**config.mk**
```make
export PLATFORM = sky130hd
export DESIGN_NAME = multicycle_control
export DESIGN_NICKNAME = d
export VERILOG_FILES = /design/src/rtl/cpu_ctrl_pkg.sv /design/src/rtl/opcode_classify.sv /design/src/rtl/multicycle_control.sv
export SDC_FILE = /design/constraint.sdc
export NUM_CORES = 1
export LEC_CHECK = 0
export CAP_MARGIN = 20
export CORE_ASPECT_RATIO = 1.1
export CORE_MARGIN = 3
export CORE_UTILIZATION = 52
export DETAILED_ROUTE_END_ITERATION = 12
export PLACE_DENSITY = 0.86
export REMOVE_ABC_BUFFERS = 1
export SYNTH_ARGS = -nofsm -noshare
export SYNTH_HDL_FRONTEND = slang
export SYNTH_SLANG_ARGS = --single-unit
```
**constraint.sdc**
```tcl
create_clock -name clk -period 4.7 [get_ports clk]
set_input_delay 1.175 -clock clk [delete_from_list [all_inputs] [get_ports clk]]
set_output_delay 1.175 -clock clk [all_outputs]
set_load 0.1 [all_outputs]
```
**src/rtl/cpu_ctrl_pkg.sv**
```systemverilog
// Shared encodings for the multi-cycle MIPS control path: opcodes, FSM states,
// ALU operation classes and datapath mux selects.
package cpu_ctrl_pkg;

  localparam int unsigned OPCODE_W = 6;
  localparam int unsigned STATE_W  = 4;

  localparam logic [OPCODE_W-1:0] OP_R    = 6'b000000;
  localparam logic [OPCODE_W-1:0] OP_LW   = 6'b100011;
  localparam logic [OPCODE_W-1:0] OP_SW   = 6'b101011;
  localparam logic [OPCODE_W-1:0] OP_BEQ  = 6'b000100;
  localparam logic [OPCODE_W-1:0] OP_J    = 6'b000010;
  localparam logic [OPCODE_W-1:0] OP_ADDI = 6'b001000;

  typedef enum logic [STATE_W-1:0] {
    S_FETCH     = 4'd0,
    S_DECODE    = 4'd1,
    S_MEM_ADDR  = 4'd2,
    S_MEM_READ  = 4'd3,
    S_MEM_WB    = 4'd4,
    S_MEM_WRITE = 4'd5,
    S_R_EXEC    = 4'd6,
    S_R_WB      = 4'd7,
    S_BRANCH    = 4'd8,
    S_JUMP      = 4'd9,
    S_ADDI_EXEC = 4'd10,
    S_ADDI_WB   = 4'd11,
    S_TRAP      = 4'd12
  } state_e;

  typedef enum logic [2:0] {
    CLS_R    = 3'd0,
    CLS_LW   = 3'd1,
    CLS_SW   = 3'd2,
    CLS_BEQ  = 3'd3,
    CLS_J    = 3'd4,
    CLS_ADDI = 3'd5,
    CLS_ILL  = 3'd6
  } instr_class_e;

  localparam logic [1:0] ALU_ADD   = 2'b00;
  localparam logic [1:0] ALU_SUB   = 2'b01;
  localparam logic [1:0] ALU_FUNCT = 2'b10;

  localparam logic [1:0] SRCB_REG    = 2'b00;
  localparam logic [1:0] SRCB_FOUR   = 2'b01;
  localparam logic [1:0] SRCB_IMM    = 2'b10;
  localparam logic [1:0] SRCB_IMM_SH = 2'b11;

  localparam logic [1:0] PCSRC_ALU    = 2'b00;
  localparam logic [1:0] PCSRC_ALUOUT = 2'b01;
  localparam logic [1:0] PCSRC_JUMP   = 2'b10;

endpackage

```
**src/rtl/opcode_classify.sv**
```systemverilog
// Combinational opcode decoder: maps the IR opcode field to an instruction class.
module opcode_classify
  import cpu_ctrl_pkg::*;
(
  input  logic [5:0] opcode,
  output logic [2:0] cls_c,
  output logic       illegal_c
);

  // Class lookup; anything unrecognised is flagged illegal
  always_comb begin
    cls_c     = 3'(CLS_ILL);
    illegal_c = 1'b0;
    unique case (opcode)
      OP_R:    cls_c = 3'(CLS_R);
      OP_LW:   cls_c = 3'(CLS_LW);
      OP_SW:   cls_c = 3'(CLS_SW);
      OP_BEQ:  cls_c = 3'(CLS_BEQ);
      OP_J:    cls_c = 3'(CLS_J);
      OP_ADDI: cls_c = 3'(CLS_ADDI);
      default: illegal_c = 1'b1;
    endcase
  end

endmodule

```
**src/rtl/multicycle_control.sv**
```systemverilog
// Multi-cycle MIPS sequencer: steps shared memory, ALU and register file through
// fetch/decode/execute/memory/write-back, stretching memory phases on mem_ready.
module multicycle_control
  import cpu_ctrl_pkg::*;
#(
  parameter int unsigned CNT_W = 32
) (
  input  logic             clk,
  input  logic             rst_n,
  input  logic [5:0]       opcode,
  input  logic             zero,
  input  logic             mem_ready,
  output logic             pc_write,
  output logic             pc_write_cond,
  output logic             i_or_d,
  output logic             mem_read,
  output logic             mem_write,
  output logic             ir_write,
  output logic             reg_dst,
  output logic             mem_to_reg,
  output logic             reg_write,
  output logic             alu_src_a,
  output logic [1:0]       alu_src_b,
  output logic [1:0]       alu_op,
  output logic [1:0]       pc_source,
  output logic             trap,
  output logic [3:0]       state,
  output logic [CNT_W-1:0] retired
);

  state_e           state_q, state_d;
  logic [CNT_W-1:0] retired_q;
  logic             retire_c;
  logic [2:0]       cls_c;
  logic             illegal_c;

  // zero is consumed by the datapath's PC-enable gate, not by the sequencer
  logic unused_c;
  assign unused_c = zero;

  opcode_classify u_classify (
    .opcode    (opcode),
    .cls_c     (cls_c),
    .illegal_c (illegal_c)
  );

  // State register and retirement counter
  always_ff @(posedge clk) begin
    if (!rst_n) begin
      state_q   <= S_FETCH;
      retired_q <= '0;
    end else begin
      state_q <= state_d;
      if (retire_c) retired_q <= retired_q + CNT_W'(1);
    end
  end

  assign state   = 4'(state_q);
  assign retired = retired_q;

  // Next-state and Moore output decode; strobes squashed while in reset
  always_comb begin
    state_d       = state_q;
    retire_c      = 1'b0;
    pc_write      = 1'b0;
    pc_write_cond = 1'b0;
    i_or_d        = 1'b0;
    mem_read      = 1'b0;
    mem_write     = 1'b0;
    ir_write      = 1'b0;
    reg_dst       = 1'b0;
    mem_to_reg    = 1'b0;
    reg_write     = 1'b0;
    alu_src_a     = 1'b0;
    alu_src_b     = SRCB_REG;
    alu_op        = ALU_ADD;
    pc_source     = PCSRC_ALU;
    trap          = 1'b0;

    case (state_q)
      S_FETCH: begin
        mem_read  = 1'b1;
        alu_src_b = SRCB_FOUR;
        if (mem_ready) begin
          ir_write = 1'b1;
          pc_write = 1'b1;
          state_d  = S_DECODE;
        end
      end
      S_DECODE: begin
        alu_src_b = SRCB_IMM_SH;
        if (illegal_c) begin
          state_d = S_TRAP;
        end else begin
          case (instr_class_e'(cls_c))
            CLS_LW, CLS_SW: state_d = S_MEM_ADDR;
            CLS_R:          state_d = S_R_EXEC;
            CLS_BEQ:        state_d = S_BRANCH;
            CLS_J:          state_d = S_JUMP;
            CLS_ADDI:       state_d = S_ADDI_EXEC;
            default:        state_d = S_TRAP;
          endcase
        end
      end
      S_MEM_ADDR: begin
        alu_src_a = 1'b1;
        alu_src_b = SRCB_IMM;
        state_d   = (instr_class_e'(cls_c) == CLS_SW) ? S_MEM_WRITE : S_MEM_READ;
      end
      S_MEM_READ: begin
        mem_read = 1'b1;
        i_or_d   = 1'b1;
        if (mem_ready) state_d = S_MEM_WB;
      end
      S_MEM_WB: begin
        reg_write  = 1'b1;
        mem_to_reg = 1'b1;
        state_d    = S_FETCH;
        retire_c   = 1'b1;
      end
      S_MEM_WRITE: begin
        mem_write = 1'b1;
        i_or_d    = 1'b1;
        if (mem_ready) begin
          state_d  = S_FETCH;
          retire_c = 1'b1;
        end
      end
      S_R_EXEC: begin
        alu_src_a = 1'b1;
        alu_src_b = SRCB_REG;
        alu_op    = ALU_FUNCT;
        state_d   = S_R_WB;
      end
      S_R_WB: begin
        reg_write = 1'b1;
        reg_dst   = 1'b1;
        state_d   = S_FETCH;
        retire_c  = 1'b1;
      end
      S_BRANCH: begin
        alu_src_a     = 1'b1;
        alu_src_b     = SRCB_REG;
        alu_op        = ALU_SUB;
        pc_write_cond = 1'b1;
        pc_source     = PCSRC_ALUOUT;
        state_d       = S_FETCH;
        retire_c      = 1'b1;
      end
      S_JUMP: begin
        pc_write  = 1'b1;
        pc_source = PCSRC_JUMP;
        state_d   = S_FETCH;
        retire_c  = 1'b1;
      end
      S_ADDI_EXEC: begin
        alu_src_a = 1'b1;
        alu_src_b = SRCB_IMM;
        state_d   = S_ADDI_WB;
      end
      S_ADDI_WB: begin
        reg_write = 1'b1;
        state_d   = S_FETCH;
        retire_c  = 1'b1;
      end
      S_TRAP: begin
        trap = 1'b1;
      end
      default: state_d = S_FETCH;
    endcase

    if (!rst_n) begin
      pc_write      = 1'b0;
      pc_write_cond = 1'b0;
      mem_read      = 1'b0;
      mem_write     = 1'b0;
      ir_write      = 1'b0;
      reg_write     = 1'b0;
    end
  end

endmodule

```
==> out/qor.json <==
{
  "outcome": {"value": "finished clean"},
  "grt_pass1_wl": {"value": 9020, "unit": "um"},
  "clock_tree_sinks": {"value": 36},
  "grt_pass1_vias": {"value": 2016},
  "synthDominantCellAreaShare": {"value": 32.5, "unit": "%"},
  "critical_path_fanout_max": {"value": 4},
  "drcViolationCount": {"value": 0},
  "die_area": {"value": 0.00509, "unit": "sq mm"},
  "fp.coreArea": {"value": 0.00402, "unit": "sq mm"},
  "fmax": {"value": 0.255, "unit": "GHz"},
  "worst_path_max_delay_cell": {"value": "sky130_fd_sc_hd__clkdlybuf4s50_1"},
  "leakage": {"value": 0.00108, "unit": "uW"},
  "synth.yosys.seq_area_share": {"value": 32.5, "unit": "%"},
  "numCtsBuffers": {"value": 5},
  "post_synth.cell_area_avg": {"value": 8.04, "unit": "sq um"},
  "crit_path_cell_trace": {"value": "clkdlybuf4s50_1 > inv_1 > nor3_1 > a21oi_1 > nor4b_1 > buf_12"},
  "total_power": {"value": 672, "unit": "uW"},
  "post_cts_buffers": {"value": 0},
  "synth_edf_count": {"value": 0},
  "h_tree_depth": {"value": 2},
  "ant_nets": {"value": 0},
  "wire_length_after_detailed_routing": {"value": 5300, "unit": "um"},
  "ir_drop": {"value": 0.157, "unit": "mV"},
  "grt_antenna_before_repair": {"value": 0},
  "path_delay_family": {"value": "buffers and inverters"},
  "fp.dieW": {"value": 68.3, "unit": "um"},
  "via_count": {"value": 2166},
  "synth_top_cells_by_area": {"value": "sky130_fd_sc_hd__dfxtp_1 (32%), sky130_fd_sc_hd__and2_1 (7.1%), sky130_fd_sc_hd__xor2_1 (5.5%)"},
  "antennaDiodeCount": {"value": 0},
  "smallest_hold_slack": {"value": 0.494, "unit": "ns"},
  "grt_max_degree": {"value": 44},
  "initial_core_util": {"value": 55.1, "unit": "%"},
  "fp_rows": {"value": 24},
  "finalSetupTns": {"value": 0, "unit": "ns"},
  "critical_path.startpoint_type": {"value": "input pin"},
  "timing.max_slew.rel_slack": {"value": 32.8, "unit": "%"},
  "synthesis.yosys.warnings": {"value": 0},
  "worst_ep_arrival_time": {"value": 2.75, "unit": "ns"},
  "cts-root-buf": {"value": "sky130_fd_sc_hd__clkbuf_8"},
  "finalSetupViolCount": {"value": 0},
  "syn_inst": {"value": 276},
  "vert_die_dim": {"value": 74.5, "unit": "um"},
  "clock_edge_transition_at_the_registers_on_the_reported_setup_and_hold_paths": {"value": 0.06, "unit": "ns"},
  "synth_cell_type_count": {"value": 46},
  "yosys_register_bits": {"value": 36},
  "synthTopCellsByCount": {"value": "sky130_fd_sc_hd__dfxtp_1 (36), sky130_fd_sc_hd__and2_1 (25), sky130_fd_sc_hd__nand2_1 (23), sky130_fd_sc_hd__nor3_1 (18)"},
  "route.detailed.vias_per_inst": {"value": 5.76},
  "port-buffer-count": {"value": 61},
  "post_route_cells_drive_above_1_share": {"value": 6.79, "unit": "%"},
  "avgRoutedWirePerCell": {"value": 14.1, "unit": "um"},
  "rsz_0062_raised_after_global_routing": {"value": "false"},
  "finalInstanceArea": {"value": 0.00295, "unit": "sq mm"},
  "synth_to_final_area_change": {"value": 32.9, "unit": "%"},
  "timing.final.hold_violations": {"value": 0},
  "minimum_clock_period": {"value": 3.92, "unit": "ns"},
  "timing.critical_path.slowest_cell_delay": {"value": 0.54, "unit": "ns"},
  "i_o_pin_cnt": {"value": 63},
  "power-per-cell-area": {"value": 228, "unit": "mW/mm^2"},
  "finalNetCount": {"value": 335},
  "grt.total_usage": {"value": 22.9, "unit": "%"},
  "fin_crit_share": {"value": 83.5, "unit": "%"},
  "dpl.hpwl": {"value": 3740, "unit": "um"},
  "timing.setup.critical_path_class": {"value": "in -> out"},
  "placement_stage_cell_area": {"value": 0.00285, "unit": "sq mm"},
  "final.setup_skew": {"value": 0.00700, "unit": "ns"},
  "cts-resized-gates": {"value": 0},
  "synth-main-ff-cell": {"value": "sky130_fd_sc_hd__dfxtp_1"},
  "buffers_and_inverters_on_the_worst_path": {"value": 3},
  "critical_path_required": {"value": 3.52, "unit": "ns"},
  "cts_hold_buf": {"value": 0},
  "number_of_slew_limit_violations_in_the_final_report": {"value": 0},
  "global_route.overflow_total": {"value": 0},
  "drv_cap": {"value": 0},
  "detailedRoute.firstPassIterationCount": {"value": 4},
  "transition_time_at_the_pin_with_the_least_slew_margin": {"value": 1.01, "unit": "ns"},
  "min-delay-path-class": {"value": "reg -> reg"},
  "syn_area": {"value": 0.00222, "unit": "sq mm"},
  "clock_tree.buffer_depth": {"value": 2},
  "synth_area_leader_cell": {"value": "sky130_fd_sc_hd__dfxtp_1"},
  "cts_tree": {"value": "built"},
  "first_iter_violations": {"value": 125},
  "yosysMostFrequentCell": {"value": "sky130_fd_sc_hd__dfxtp_1"},
  "async_reset_ff_share": {"value": 0, "unit": "%"},
  "place.gp.congestion": {"value": 0.880},
  "clock_insertion_delay_worst_skew": {"value": 0.29, "unit": "ns"},
  "setup.worst_path.end_class": {"value": "output pin"}
}
==> stage by stage <==
| step | instances | setup slack [ns] | utilization [%] |
|---|---|---|---|
| after floorplan | 254 | -1.16 | - |
| after global placement | 369 | 0.810 | 70.9 |
| after detailed placement | 369 | 0.787 | 70.9 |
| after CTS | 376 | 0.785 | 73.3 |
| after global routing | 376 | 0.637 | 73.3 |
| final | 376 | 0.775 | 73.3 |
==> logic make-up after synthesis <==
group | count (synthesis) | synth area share, %
multiplexers | 2 | 0.902
flip-flops | 36 | 32.5
adder cells (fa/ha/maj) | 1 | 0.564
XOR/XNOR | 22 | 8.69
AND/OR/NAND/NOR | 143 | 37.2
AO/OA/AOI/OAI | 43 | 14.3
buffers and inverters | 29 | 5.92
==> worst paths after layout <==
check | from | to | slack [ns] | cells past startpoint
min reg2reg | retired[1] | retired[1] | 0.49 | 2
max | mem_ready | pc_write | 0.78 | 6
max reg2reg | state[2] | retired[27] | 1.63 | 6
min | retired[1] | retired[1] | 0.49 | 2
==> placed cells by master (no fill, tap or decap), drive strengths merged, types with 8 or more instances in the layout <==
| master | instances |
|---|---|
| nor3 | 18 |
| dfxtp | 36 |
| nand2 | 23 |
| nand4 | 8 |
| xor2 | 14 |
| nor2 | 8 |
| buf | 13 |
| nand2b | 14 |
| xnor2 | 8 |
| clkdlybuf4s50 | 50 |
| and2 | 25 |
| nand3 | 11 |
| nor4 | 11 |
==> cell type report <==
| type | instances | area (sq um) |
|---|---|---|
| repair buffers | 63 | 673 |
| inverters | 7 | 26.3 |
| well taps | 52 | 65.1 |
| clock buffers | 7 | 96.3 |
| multi-input cells | 211 | 1370 |
| fillers | 322 | 1080 |
| flip-flops and latches | 36 | 721 |
==> worst reg2reg max path: stages (launching register included) <==
cell and delay [ns]:
sky130_fd_sc_hd__dfxtp_1 0.80, sky130_fd_sc_hd__nor2_1 0.23, sky130_fd_sc_hd__or4_1 0.50, sky130_fd_sc_hd__buf_4 0.23, sky130_fd_sc_hd__or3_1 0.62, sky130_fd_sc_hd__nor4_1 0.40, sky130_fd_sc_hd__mux2i_1 0.22
==> sequential cells by signal, summed over array words and instances (netlist names) <==
name and count:
retired 32, state 4
==> per-layer routing <==
layer  wire length (um)  track usage (%)  vias to the layer above  part of all wire, %
li1                   -                -                     1096                    -
met1               2300             27.5                     1008                   43
met2               2750             39.8                       55                   52
met3                184             4.83                        7                  3.5
met4                 70             7.95                        0                  1.3
met5                  0                0                        -                    0
==> where the power goes <==
group	internal [uW]	switching, uW
Sequential	307	8.41
Combinational	37.0	80.0
Clock	131	109
Total	474	197
No activity file was read; power rests on OpenSTA's default activity.
